File: config.mk
export PLATFORM = sky130hd
export DESIGN_NAME = quad_decoder_counter_flat
export DESIGN_NICKNAME = d
export VERILOG_FILES = /design/src/rtl/quad_decoder_counter_if.sv /design/src/rtl/quad_decoder_counter.sv /design/src/flat_wrapper.sv
export SDC_FILE = /design/constraint.sdc
export NUM_CORES = 1
export LEC_CHECK = 0
export CAP_MARGIN = 0
export CELL_PAD_IN_SITES_DETAIL_PLACEMENT = 2
export CELL_PAD_IN_SITES_GLOBAL_PLACEMENT = 2
export CORE_MARGIN = 2
export CORE_UTILIZATION = 33
export DETAILED_ROUTE_END_ITERATION = 8
export PLACE_DENSITY = 0.84
export SYNTH_ARGS = -nofsm -noshare
export SYNTH_HDL_FRONTEND = slang
export SYNTH_SLANG_ARGS = --single-unit
File: constraint.sdc
create_clock -name clk -period 5.2 [get_ports clk]
set_input_delay 1.3 -clock clk [delete_from_list [all_inputs] [get_ports clk]]
set_output_delay 1.3 -clock clk [all_outputs]
set_load 0.02 [all_outputs]
File: src/rtl/quad_decoder_counter_if.sv
// Encoder-side bus for the quadrature decoder: phase inputs,
// controls and the decoded position outputs.
interface quad_decoder_counter_if #(
  parameter int WIDTH = 4
);
  logic             qa;
  logic             qb;
  logic             en;
  logic             clr;
  logic [WIDTH-1:0] count;
  logic             direction;
  logic             step;
  logic             wrap;
  logic             err;
  logic             err_flag;

  modport master (
    output qa, qb, en, clr,
    input  count, direction, step, wrap, err, err_flag
  );

  modport slave (
    input  qa, qb, en, clr,
    output count, direction, step, wrap, err, err_flag
  );
endinterface

File: src/rtl/quad_decoder_counter.sv
// Quadrature decoder: synchronizes A/B, decodes Gray steps and
// keeps a wrapping up/down position count with error tracking.
module quad_decoder_counter #(
  parameter int WIDTH = 4
) (
  input logic                   clk,
  input logic                   rst,
  quad_decoder_counter_if.slave bus
);
  logic             qa1_q, qa1_d, sa_q, sa_d;
  logic             qb1_q, qb1_d, sb_q, sb_d;
  logic [1:0]       prev_q, prev_d;
  logic [1:0]       arm_q, arm_d;
  logic [WIDTH-1:0] count_q, count_d;
  logic             dir_q, dir_d;
  logic             step_q, step_d;
  logic             wrap_q, wrap_d;
  logic             err_q, err_d;
  logic             flag_q, flag_d;

  logic [1:0] cur;
  logic       armed;
  logic       up;
  logic       dn;
  logic       bad;

  assign cur   = {sa_q, sb_q};
  assign armed = (arm_q == 2'd3);
  assign bad   = ((prev_q ^ cur) == 2'b11);

  always_comb begin
    up = 1'b0;
    dn = 1'b0;
    case ({prev_q, cur})
      4'b0010, 4'b1011,
      4'b1101, 4'b0100: up = 1'b1;
      4'b0001, 4'b0111,
      4'b1110, 4'b1000: dn = 1'b1;
      default: ;
    endcase
  end

  always_comb begin
    qa1_d   = bus.qa;
    sa_d    = qa1_q;
    qb1_d   = bus.qb;
    sb_d    = qb1_q;
    prev_d  = cur;
    arm_d   = armed ? arm_q : arm_q + 2'd1;
    count_d = count_q;
    dir_d   = dir_q;
    step_d  = 1'b0;
    wrap_d  = 1'b0;
    err_d   = 1'b0;
    flag_d  = flag_q;
    if (bus.clr) begin
      count_d = '0;
      flag_d  = 1'b0;
    end else if (armed) begin
      if (bad) begin
        err_d  = 1'b1;
        flag_d = 1'b1;
      end else if (bus.en && up) begin
        count_d = count_q + 1'b1;
        dir_d   = 1'b1;
        step_d  = 1'b1;
        wrap_d  = &count_q;
      end else if (bus.en && dn) begin
        count_d = count_q - 1'b1;
        dir_d   = 1'b0;
        step_d  = 1'b1;
        wrap_d  = ~|count_q;
      end
    end
  end

  always_ff @(posedge clk) begin
    if (!rst) begin
      qa1_q   <= 1'b0;
      sa_q    <= 1'b0;
      qb1_q   <= 1'b0;
      sb_q    <= 1'b0;
      prev_q  <= 2'b00;
      arm_q   <= 2'd0;
      count_q <= '0;
      dir_q   <= 1'b0;
      step_q  <= 1'b0;
      wrap_q  <= 1'b0;
      err_q   <= 1'b0;
      flag_q  <= 1'b0;
    end else begin
      qa1_q   <= qa1_d;
      sa_q    <= sa_d;
      qb1_q   <= qb1_d;
      sb_q    <= sb_d;
      prev_q  <= prev_d;
      arm_q   <= arm_d;
      count_q <= count_d;
      dir_q   <= dir_d;
      step_q  <= step_d;
      wrap_q  <= wrap_d;
      err_q   <= err_d;
      flag_q  <= flag_d;
    end
  end

  assign bus.count     = count_q;
  assign bus.direction = dir_q;
  assign bus.step      = step_q;
  assign bus.wrap      = wrap_q;
  assign bus.err       = err_q;
  assign bus.err_flag  = flag_q;
endmodule

File: src/flat_wrapper.sv
// flat-port wrapper written by rule: the top's interface ports become plain ports
module quad_decoder_counter_flat 
#(
  parameter int WIDTH = 4
)
  (clk, rst, bus_qa, bus_qb, bus_en, bus_clr, bus_count, bus_direction, bus_step, bus_wrap, bus_err, bus_err_flag);
  quad_decoder_counter_if #(.WIDTH(WIDTH)) bus_i ();
  input logic clk;
  input logic rst;
  input wire logic [$bits(bus_i.qa)-1:0] bus_qa;
  input wire logic [$bits(bus_i.qb)-1:0] bus_qb;
  input wire logic [$bits(bus_i.en)-1:0] bus_en;
  input wire logic [$bits(bus_i.clr)-1:0] bus_clr;
  output wire logic [$bits(bus_i.count)-1:0] bus_count;
  output wire logic [$bits(bus_i.direction)-1:0] bus_direction;
  output wire logic [$bits(bus_i.step)-1:0] bus_step;
  output wire logic [$bits(bus_i.wrap)-1:0] bus_wrap;
  output wire logic [$bits(bus_i.err)-1:0] bus_err;
  output wire logic [$bits(bus_i.err_flag)-1:0] bus_err_flag;
  assign bus_i.qa = bus_qa;
  assign bus_i.qb = bus_qb;
  assign bus_i.en = bus_en;
  assign bus_i.clr = bus_clr;
  assign bus_count = bus_i.count;
  assign bus_direction = bus_i.direction;
  assign bus_step = bus_i.step;
  assign bus_wrap = bus_i.wrap;
  assign bus_err = bus_i.err;
  assign bus_err_flag = bus_i.err_flag;
  quad_decoder_counter #(.WIDTH(WIDTH)) u_core (.clk(clk), .rst(rst), .bus(bus_i));
endmodule
# Word-level counts from Yosys, hierarchy flattened
# Index checks and enable logic that the tools add are counted.
# op_classes
n_mux	11
n_eq_ne	10
n_reduce_logical	14
bitwise	5
addsub	3
# ops
op	count
$eq 4x4->1 const B	4
$reduce_or 4->1	4
$mux 1	9
$eq 4x3->1 const B	2
$mux 4	2
$reduce_and 4->1	2
$add 4x1->4 const B	1
$eq 2x2->1 const B	2
$eq 4x1->1 const B	1
$eq 4x2->1 const B	1
$not 1->1	4
$sub 4x1->4 const B	1
$reduce_and 3->1	1
$reduce_or 3->1	1
$add 2x1->2 const B	1
$logic_and 1x1->1	2
$reduce_and 2->1	1
$reduce_bool 2->1	1
$reduce_or 2->1	1
$xor 2x2->2	1
$logic_not 1->1	1
# totals
in_bits	6
output_inout_bits	9
elab_cells	55
register_bits	17

# Depth between registers and ports, before layout
# depth
depth_word	6
depth_mapped	7
depth_no_buf	7

# Worst setup path after synthesis
# No wires, ideal clock.
# synth_path
path_kind	input to register
startpoint	in bus_en
endpoint	reg u_core.count_q[3] (netlist: u_core.bus.count[3])
setup_slack_ps	2358
required_time_ps	5131
n_path_buf	0
setup_time_ps	69
t_arrival_ps	2774
path_stages	6
cell_sequence	nand3_1 -> ha_1 -> a21o_1 -> a2111o_1 -> a2111o_1 -> o21ai_1
# synth_between
elab_chain_cells	3
elab_cells_between_ends	5
classes_between	mux (1); reduce/logical (4)
# synth_rtl
element	line	source
from (decl)	flat_wrapper.sv:12	input wire logic [$bits(bus_i.en)-1:0] bus_en;
$logic_and 1x1->1, on equally long branches	quad_decoder_counter.sv:68, quad_decoder_counter.sv:63	
$reduce_bool 2->1 (no line)	--	
$reduce_and 3->1 (no line)	--	
to (signal assigned)	quad_decoder_counter.sv:98	count_q <= count_d;
to (decl)	quad_decoder_counter.sv:14	logic [WIDTH-1:0] count_q, count_d;
# Several ways; a longest one is shown, not always the timed one.
# A chain may end at the register's enable or synchronous reset.

# Worst setup path in the final report
# Ends and elaborated chain as after synthesis.

==> out/qor.yml <==
final_cell_mix: "17 x dfxtp_1, 14 x clkdlybuf4s50_1, 7 x and2_1"
portBuffers: 14
r2r-end: "u_core.bus.count[3]"
detail-route-antenna-nets: 0
vias: 624
area_growth_pct: 25.9
rsz0062_at_grt: "false"
hold_viol_final: 0
ios: 15
rows: 17
synth_warnings: 0
synth-seq-cells: 17
nets: 104
fin_skew_ps: 0.708
fin_crit_ps: 3200
cp-startpoint: "bus_en"
p_int_mw: 0.181
path_max_fanout: 5
drv_slew: 0
clk_latency_ps: 290
setup_tns_ps: 0
regToRegStartpoint: "u_core.sa_q"
setup_viol: 0
cts-hold-fix-buffers: 0
p_switching_mw: 0.0653
antenna_cells: 0
fillers: 251
async_flop_share_pct: 0
cap_violations: 0
viasPerCell: 5.16
cts_tree: "yes"
avgSynthCellArea_um2: 10.1
grt_max_degree: 12
ys_types: 33
worst_pin_slew_ps: 368
cts_setup_buffers: 0
outcome: "complete, no violations"
worstRegToRegCells: 7
power.share.combinational_pct: 13.7
drc_errors: 0
die-area_mm2: 0.00273
ir_drop_uv: 116
cts-root-buf: "clkbuf_4"
crit_type: "input port to flop"
core_mm2: 0.00221
antenna_found_initial: 0
use_met2_pct: 24.6
synth_ff_type: "dfxtp_1"
synth_area_um2: 769
cts-buffers-inserted: 3
p_seq_share_pct: 56.8
drive_gt1_share_pct: 7.53
cts.sinks: 17
syn_nets: 86
power_density_mw_per_mm2: 254
drtIter0Drc: 6
worst-endpoint-arrival_ps: 3440
gp_congestion: 0.715
hold_path_class: "flop to flop"
cts_resized: 0
clock_power_share_pct: 29.5
grt_pass1_vias: 624
rrSetupSlack_ps: 2710
gr-usage-met1_pct: 20.5
timing.final.crit_share_pct: 61.6
p_leak_nw: 0.345
htree_levels: 1
busiest_layer: "met2"
slew_headroom_pct: 75.4
crit_end: "u_core.bus.count[3]"
use_met3_pct: 1.71
die_w_um: 52.3
ctsLongestPathBuffers: 2
max_freq_mhz: 312
dp_hpwl_mm: 1.32
crit_path_end_kind: "flop"
synth_edf_count: 0
die_y_um: 52.3
start_kind: "input port"
final_common_cell: "dfxtp_1"
drt_wl_total_mm: 1.78
grt_overflow_total: 0
clkTransAtPathRegs_ps: 100
initial_core_util_pct: 34.8
netSwitchingFraction_pct: 26.5
firstDrtPassIters: 3
cp_data_required_time_ps: 5440
grt_pass1_wl_mm: 3.03
wire_per_inst_um: 14.7
post-route-util_pct: 43.8
yosysSeqAreaShare_pct: 44.2
netlist_instances: 76
grt_usage_pct: 15.8
power groups by stage:
stage | combinational, mW | clock [mW] | sequential (mW)
6_report | 0.0337 | 0.0725 | 0.140
5_1_grt | 0.0402 | 0.0841 | 0.140
4_1_cts | 0.0347 | 0.0763 | 0.140
3_5_place_dp | 0.0342 | 0 | 0.143
3_3_place_gp | 0.0327 | 0 | 0.143
2_1_floorplan | 0.0230 | 0 | 0.143
worst min-delay path by stage:
stage / end / cells past startpoint / slack (ps) / startpoint
after floorplan: u_core.sa_q / 1 / 410 / u_core.qa1_q
after global placement: u_core.sa_q / 1 / 410 / u_core.qa1_q
after detailed placement: u_core.sa_q / 1 / 430 / u_core.qa1_q
after CTS: u_core.sa_q / 1 / 450 / u_core.qa1_q
after global routing: u_core.sa_q / 1 / 480 / u_core.qa1_q
final: u_core.sb_q / 1 / 440 / u_core.qb1_q
cell families after synthesis:
logic type	after synthesis	synth area share [%]
AOI/OAI and AO/OA	17	15.1
adders and majority gates	4	7.48
and+or+nand+nor	28	20.3
muxes	1	1.30
buffers and inverters	1	0.487
DFF	17	44.2
xor gates and xnor gates	8	11.1
worst max-delay path, cell delays in order:
cell and delay, ps:
clkdlybuf4s50_1 510, nand3_1 190, ha_1 350, a21o_1 180, a2111o_1 430, a2111o_1 410
o21ai_1 70
stage by stage:
stage | cell area (um2) | worst slack, ps | power (mW) | instances | hold slack (ps)
after floorplan | 769 | 2360 | 0.166 | 76 | 412
after global placement | 941 | 1780 | 0.175 | 117 | 413
after detailed placement | 941 | 1700 | 0.177 | 117 | 426
after CTS | 968 | 1990 | 0.251 | 121 | 452
after global routing | 968 | 1900 | 0.265 | 121 | 477
final | 968 | 2000 | 0.246 | 121 | 445
registers in the layout, summed over array words and instances (netlist names):
signal / flops
u_core.sa_q: 1
u_core.bus.err: 1
u_core.bus.count: 4
u_core.sb_q: 1
u_core.bus.direction: 1
u_core.bus.step: 1
u_core.arm_q: 2
u_core.bus.wrap: 1
u_core.prev_q: 2
u_core.qb1_q: 1
u_core.qa1_q: 1
u_core.bus.err_flag: 1
cell usage after synthesis, drive strengths merged, types with 2 or more instances:
cell	instances	area share [%]
dfxtp	17	44
nor3	2	1.3
and2	8	6.7
a21o	2	2.0
nand2	3	1.5
a21oi	5	3.3
a2111o	2	2.9
nor2b	2	1.6
nand3	3	2.0
ha	3	4.9
xnor2	6	7.8
xor2	2	3.3
o21ai	3	2.0
nor2	3	1.5
cell type report:
class | count | area [um2] | share of cell area (%)
sequential | 17 | 340 | 35.1
multi-input combinational | 58 | 425 | 43.9
clock buffer | 3 | 22.5 | 2.33
clock inverter | 1 | 5.00 | 0.517
tap | 28 | 35.0 | 3.62
timing repair buffer | 14 | 140 | 14.5
metal layers:
metal / part of all wire (%) / up-vias
met3: 3.0 / 5
met4: 2.8 / 0
met1: 45 / 299
met5: 0 / -
li1: - / 306
met2: 49 / 14
Note: power is estimated with default switching activity, not from simulation.
